## src/rtl/multi_debounce_counter.sv

```systemverilog
// multi_debounce_counter
// N independent push-button channels. Each channel has a two-flop
// synchroniser, a stability-window debouncer and a rising-edge detector.
// Each debounced press steps a per-channel up/down counter, which wraps or
// saturates depending on SATURATE. A freezable output register presents
// all counts to the display side.
module multi_debounce_counter #(
    parameter int N_CH            = 4,
    parameter int DEBOUNCE_CYCLES = 16,
    parameter int CNT_W           = 4,
    parameter int SATURATE        = 0
) (
    input  logic                    clk,
    input  logic                    reset,
    input  logic [N_CH-1:0]         btn_in,
    input  logic                    dir,
    input  logic                    clear,
    input  logic                    freeze,
    output logic [N_CH-1:0]         btn_level,
    output logic [N_CH-1:0]         press_pulse,
    output logic [N_CH-1:0]         limit_pulse,
    output logic [N_CH*CNT_W-1:0]   cnt_out
);

    localparam int WIN_W = $clog2(DEBOUNCE_CYCLES + 1);

    // The level flips on the cycle the window count would reach
    // DEBOUNCE_CYCLES, i.e. when it already holds DEBOUNCE_CYCLES-1.
    localparam logic [WIN_W-1:0] WIN_LAST = WIN_W'(DEBOUNCE_CYCLES - 1);
    localparam logic [CNT_W-1:0] CNT_MAX  = {CNT_W{1'b1}};

    genvar gi;
    generate
        for (gi = 0; gi < N_CH; gi++) begin : g_ch
            logic             sync1_q, sync1_d;
            logic             sync2_q, sync2_d;
            logic [WIN_W-1:0] win_q,   win_d;
            logic             level_q, level_d;
            logic             press_q, press_d;
            logic             limit_q, limit_d;
            logic [CNT_W-1:0] cnt_q,   cnt_d;
            logic [CNT_W-1:0] out_q,   out_d;

            // Next-state logic: synchroniser, debouncer, edge detect, counter, output register
            always_comb begin
                sync1_d = btn_in[gi];
                sync2_d = sync1_q;
                level_d = level_q;
                win_d   = '0;
                if (sync2_q != level_q) begin
                    if (win_q == WIN_LAST) begin
                        level_d = sync2_q;
                    end else begin
                        win_d = win_q + WIN_W'(1);
                    end
                end

                // Press and counter step happen on the same edge the level rises.
                press_d = level_d & ~level_q;

                cnt_d   = cnt_q;
                limit_d = 1'b0;
                if (clear) begin
                    cnt_d = '0;
                end else if (press_d) begin
                    if (dir) begin
                        if (cnt_q == CNT_MAX) begin
                            limit_d = 1'b1;
                            cnt_d   = (SATURATE != 0) ? cnt_q : '0;
                        end else begin
                            cnt_d = cnt_q + CNT_W'(1);
                        end
                    end else begin
                        if (cnt_q == '0) begin
                            limit_d = 1'b1;
                            cnt_d   = (SATURATE != 0) ? cnt_q : CNT_MAX;
                        end else begin
                            cnt_d = cnt_q - CNT_W'(1);
                        end
                    end
                end

                out_d = freeze ? out_q : cnt_q;
            end

            // State register with asynchronous active-low clear
            always_ff @(posedge clk or negedge reset) begin
                if (!reset) begin
                    sync1_q <= 1'b0;
                    sync2_q <= 1'b0;
                    win_q   <= '0;
                    level_q <= 1'b0;
                    press_q <= 1'b0;
                    limit_q <= 1'b0;
                    cnt_q   <= '0;
                    out_q   <= '0;
                end else begin
                    sync1_q <= sync1_d;
                    sync2_q <= sync2_d;
                    win_q   <= win_d;
                    level_q <= level_d;
                    press_q <= press_d;
                    limit_q <= limit_d;
                    cnt_q   <= cnt_d;
                    out_q   <= out_d;
                end
            end

            assign btn_level[gi]                 = level_q;
            assign press_pulse[gi]               = press_q;
            assign limit_pulse[gi]               = limit_q;
            assign cnt_out[gi*CNT_W +: CNT_W]    = out_q;
        end
    endgenerate

endmodule

```

## config.mk

```make
export PLATFORM = sky130hd
export DESIGN_NAME = multi_debounce_counter
export DESIGN_NICKNAME = d
export VERILOG_FILES = /design/src/rtl/multi_debounce_counter.sv
export SDC_FILE = /design/constraint.sdc
export NUM_CORES = 1
export LEC_CHECK = 0
export CORE_ASPECT_RATIO = 1.75
export CORE_MARGIN = 5
export CORE_UTILIZATION = 40
export CTS_CLUSTER_DIAMETER = 200
export CTS_CLUSTER_SIZE = 30
export DETAILED_ROUTE_END_ITERATION = 16
export PLACE_DENSITY_LB_ADDON = 0.25
export SKIP_LAST_GASP = 1
export SYNTH_ARGS = -nofsm -noshare
export SYNTH_HDL_FRONTEND = slang
export SYNTH_SLANG_ARGS = --single-unit
export TNS_END_PERCENT = 10
```

## constraint.sdc

```tcl
create_clock -name clk -period 2.05 [get_ports clk]
set_input_delay 0.615 -clock clk [delete_from_list [all_inputs] [get_ports clk]]
set_output_delay 0.615 -clock clk [all_outputs]
set_load 0.01 [all_outputs]
```

# Word level (Yosys, flattened, before mapping)

Index checks and enable logic that the tools add are counted.

Register bits after elaboration: 72
Input port bits: 9
Output and inout bits: 28
Word-level logic and storage cells: 128

Add/subtract/negate cells: 12
Equal/unequal tests: 12
Mux-type cells: 56
Bitwise operators: 8
Reductions and logical operators: 8

Operator list:

| operator              | number |
|---|---|
| $mux W4               | 20 |
| $mux W5               | 8 |
| $mux W1               | 28 |
| $add A5 B1 Y5 const B | 4 |
| $eq A5 B4 Y1 const B  | 4 |
| $add A4 B1 Y4 const B | 4 |
| $eq A4 B4 Y1 const B  | 4 |
| $logic_not A4 Y1      | 4 |
| $sub A4 B1 Y4 const B | 4 |
| $reduce_bool A2 Y1    | 4 |
| $and A1 B1 Y1         | 4 |
| $ne A1 B1 Y1          | 4 |
| $not A1 Y1            | 4 |

# Logic depth before layout (Yosys ltp)

Gate-level depths: netlist of the first run.

Depth after elaboration: 6
Gate-level depth with buffers: 6
Depth with buffers taken out: 6

# Worst setup path after synthesis of the first run

OpenSTA, ideal clock, no wires.

Path kind: flip-flop to flip-flop
Start: register g_ch[2].win_q[0]
End: register g_ch[2].cnt_q[2]
Library setup time: 99 ps
Arrival time: 1396 ps
Required time: 1951 ps
Slack: 555 ps
Cell stages (with the launch flop): 6
Cells stage by stage: dfrtp_1 ha_1 nand3_2 nor4b_4 a31oi_1 a311oi_1

Word-level cells in the longest chain between the ends: 5

RTL lines:

| what                         | line | RTL |
|---|---|---|
| from (decl)                  | 37   | `logic [WIN_W-1:0] win_q, win_d;` |
| from (signal assigned)       | 100  | `win_q <= win_d;` |
| $eq A5 B4 Y1                 | 51   | `if (win_q == WIN_LAST) begin` |
| $mux W1                      | 51   |  |
| $mux W1                      | 50   | `if (sync2_q != level_q) begin` |
| $and A1 B1 Y1                | 59   | `press_d = level_d & ~level_q;` |
| via g_ch[2].press_d          | 39   | `logic press_q, press_d;` |
| $reduce_bool A2 Y1 (no line) | n/a  |  |
| to (signal assigned)         | 104  | `cnt_q <= cnt_d;` |
| to (decl)                    | 41   | `logic [CNT_W-1:0] cnt_q, cnt_d;` |

The timed path passes the listed nets, and every way through them passes these cells.
A chain may end at the register's enable or synchronous reset.

# Worst setup path after layout of the first run

Start: register g_ch[1].level_q
End: output port btn_level[1]

RTL lines:

| what                   | line | RTL |
|---|---|---|
| from (decl)            | 38   | `logic level_q, level_d;` |
| from (signal assigned) | 101  | `level_q <= level_d;` |
| to (decl)              | 19   | `output logic [N_CH-1:0] btn_level,` |

No word-level cell between the ends.

==> results of run 1 <==
## layer usage
metal  vias up  routed length, um
li1       1188                  -
met1      1169               2633
met2        45               3488
met3        17                331
met4         0                217
met5         -                  0
## layout by cell type (no fill, tap or decap), drive strengths merged, types with 4 or more instances in the layout
cell type      netlist  routed
mux2                 6       6
nand4b               4       4
ha                  16      16
o21ai               23      23
a311oi               5       5
nand3                8       8
nand2               25      25
xor2                 8       8
dfrtp               72      72
clkbuf               7      13
inv                 20      20
nor3b                4       4
and3                 6       6
nor2b                7       7
nor2                33      33
a21oi               18      18
clkdlybuf4s50        0      35
buf                 15      10
xnor2               12      12
## path summary, 6_finish.rpt
path / from / to / slack, ns / cells after the start
max in group asynchronous: reset / g_ch[3].sync1_q / 1.28 / 2
setup reg to reg: g_ch[0].win_q[0] / g_ch[0].cnt_q[3] / 0.31 / 5
hold reg to reg: g_ch[3].sync1_q / g_ch[3].sync2_q / 0.34 / 0
hold / removal: reset / g_ch[0].out_q[3] / 0.25 / 1
setup / recovery: g_ch[1].level_q / btn_level[1] / 0.07 / 1
min in group clk: g_ch[3].sync1_q / g_ch[3].sync2_q / 0.34 / 0
## kinds of logic (layout without fill, tap and decap cells)
| logic type | after synthesis | after routing | share of synthesized area [%] |
|---|---|---|---|
| AOI/OAI and AO/OA | 66 | 66 | 11.75 |
| and+or+nand+nor | 104 | 104 | 16.56 |
| DFF | 72 | 72 | 52.06 |
| xor gates and xnor gates | 20 | 20 | 5.062 |
| muxes | 9 | 9 | 2.820 |
| adders and majority gates | 16 | 16 | 5.784 |
| buffers and inverters | 42 | 81 | 5.965 |
## sequential cells by signal, indices dropped and copies added, names as in the netlist
| name | flops |
|---|---|
| g_ch.limit_q | 4 |
| g_ch.out_q | 16 |
| g_ch.level_q | 4 |
| g_ch.press_q | 4 |
| g_ch.cnt_q | 16 |
| g_ch.win_q | 20 |
| g_ch.sync1_q | 4 |
| g_ch.sync2_q | 4 |
## power by group through the flow
stage | combinational [mW] | clock [mW] | sequential (mW)
final | 0.152 | 1.56 | 1.47
after global routing | 0.177 | 1.67 | 1.48
after CTS | 0.158 | 1.60 | 1.47
after detailed placement | 0.157 | 0 | 1.50
after global placement | 0.155 | 0 | 1.50
after floorplan | 0.0773 | 0 | 1.49
## stage by stage
stage / power, mW / hold WS, ns
2_1_floorplan: 1.569 / 0.3194
3_3_place_gp: 1.650 / 0.3339
3_5_place_dp: 1.654 / 0.3371
4_1_cts: 3.230 / 0.2604
5_1_grt: 3.321 / 0.2866
6_report: 3.185 / 0.2469
## area by class of cell
cell class / instances / area [sq um] / share of cell area (%)
repair buffers: 45 / 460.4 / 10.87
inverters: 20 / 75.07 / 1.772
flip-flops and latches: 72 / 1802 / 42.53
clock buffers: 13 / 260.3 / 6.143
clock inverters: 3 / 40.04 / 0.9451
well taps: 117 / 146.4 / 3.455
multi-input cells: 215 / 1453 / 34.29
==> impl_metrics.yaml, run 1 <==
logic_synthesis:
  synth_ff_type: "dfrtp_1"
  syn_inst: 329
  yosysTopAreaCell: "dfrtp_1"
  synth_seq_cells: 72
  synth_top_area_share_pct: 52.06
  syn-mean-instance-area_sq_um: 10.52
  yosysMostFrequentCell: "dfrtp_1"
  ys_async_sr_fraction_pct: 100.0
  synth_seq_area_share_pct: 52.06
  yosysWarnings: 0
  syn_nets: 354
  synth_enable_flop_cells: 0
  synth_cell_types: 46
  synth_area_leaders: "dfrtp_1 (52%), ha_1 (5.8%), nor2_1 (3.5%)"
  synthesis.area_sq_mm: 0.003461
  yosys-top-cells-count: "dfrtp_1 (72), nor2_1 (32), nand2_1 (25)"
place:
  place.gp.congestion: 0.8092
  dp.cells: 469
  dpl_cell_area_sq_mm: 0.003936
  dpl.hpwl_um: 4765
  dp_slack_ns: 0.1297
  portBuffers: 36
timing:
  timing.fmax_mhz: 504.3
  setup_viol: 0
  fin_skew_ns: 0.004118
  final_hold_viol_count: 0
  post-route-period-util_pct: 96.72
  rsz0062_at_grt: "false"
  slew_headroom_pct: 64.61
  finalMaxSlewViolations: 0
  worstMarginPinSlew_ns: 0.5287
  tns_ns: 0
  min_period_ns: 1.983
  setup_slack_ns: 0.06718
pwr:
  p_int_mw: 2.520
  p_sw_mw: 0.6645
  p_sw_share_pct: 20.87
  clock_power_share_pct: 49.0
  vdd_drop_max_mv: 0.4719
  power_density_mw_per_mm2: 751.7
  p_leak_nw: 1.866
  combPwrFrac_pct: 4.8
  p_seq_share_pct: 46.2
clock_network:
  cts_tree: "built"
  post_cts_buffers: 0
  cts-resized-gates: 0
  clock-sinks: 72
  path_clk_slew_ns: 0.05
  clock_latency_ns: 0.33
  clock_path_buffers: 2
  cts_root_buffer: "clkbuf_16"
  ctsHoldBuffers: 0
  numCtsBuffers: 9
  htreeDepth: 3
critical_path:
  start_kind: "flip-flop"
  critical-path-top-delay-family: "buffers and inverters"
  critPathCaptureType: "output pin"
  slowest_stage: "clkdlybuf4s50_1"
  path_max_fanout: 4
  cp_num_buf_inv: 1
  timing_worst_setup_path_type: "reg -> out"
  critPathRequiredTime_ns: 1.43
  cp_data_arrival_time_ns: 1.37
  max_stage_delay_ns: 0.58
  crit_path_cell_trace: "clkdlybuf4s50_1"
route:
  drt_iter0_markers: 102
  via_per_inst: 4.988
  drtPass1Iterations: 4
  wl_per_cell_um: 13.75
  antenna_left: 0
  postRouteWirelength_um: 6670
  num_vias: 2419
  drc: 0
finish:
  diodes: 0
  fin_cells: 485
  final_area_sq_mm: 0.004237
  area_delta_synth_final_pct: 22.41
  fillCellCount: 816
  layout-drive-gt1-share_pct: 10.05
  fin_util_pct: 49.50
  finalNetCount: 388
floorplan:
  io_pins: 37
  fp.coreArea_sq_mm: 0.008558
  die_area_sq_mm: 0.01069
  rows: 45
  die_h_um: 133.1
  start_util_pct: 40.44
  die_x_um: 80.32
outcome:
  outcome: "finished clean"
hold_path:
  hp-class: "in -> async"
grt:
  grt_max_degree: 30
  grt_util_met2_pct: 23.75
  overflow: 0
  grtUsageTotal_pct: 14.08
  top_usage_layer: "met2"
  grt_util_met1_pct: 15.27
  antenna_found_initial: 0
  grt_first_pass_wirelength_um: 11670
  gr-usage-met3_pct: 4.019
  grt_pass1_vias: 2594
run:
  maxCapViolCount: 0
No activity file was read; power rests on OpenSTA's default activity.
==> run 2, diff against run 1 <==
--- a/config.mk
+++ b/config.mk
@@ -12,7 +12,6 @@
 export CTS_CLUSTER_SIZE = 30
 export DETAILED_ROUTE_END_ITERATION = 16
 export PLACE_DENSITY_LB_ADDON = 0.25
-export SKIP_LAST_GASP = 1
 export SYNTH_ARGS = -nofsm -noshare
 export SYNTH_HDL_FRONTEND = slang
 export SYNTH_SLANG_ARGS = --single-unit
==> results of run 2 <==
Same layout as run 1: the final DEF is identical, and so are final timing and power.
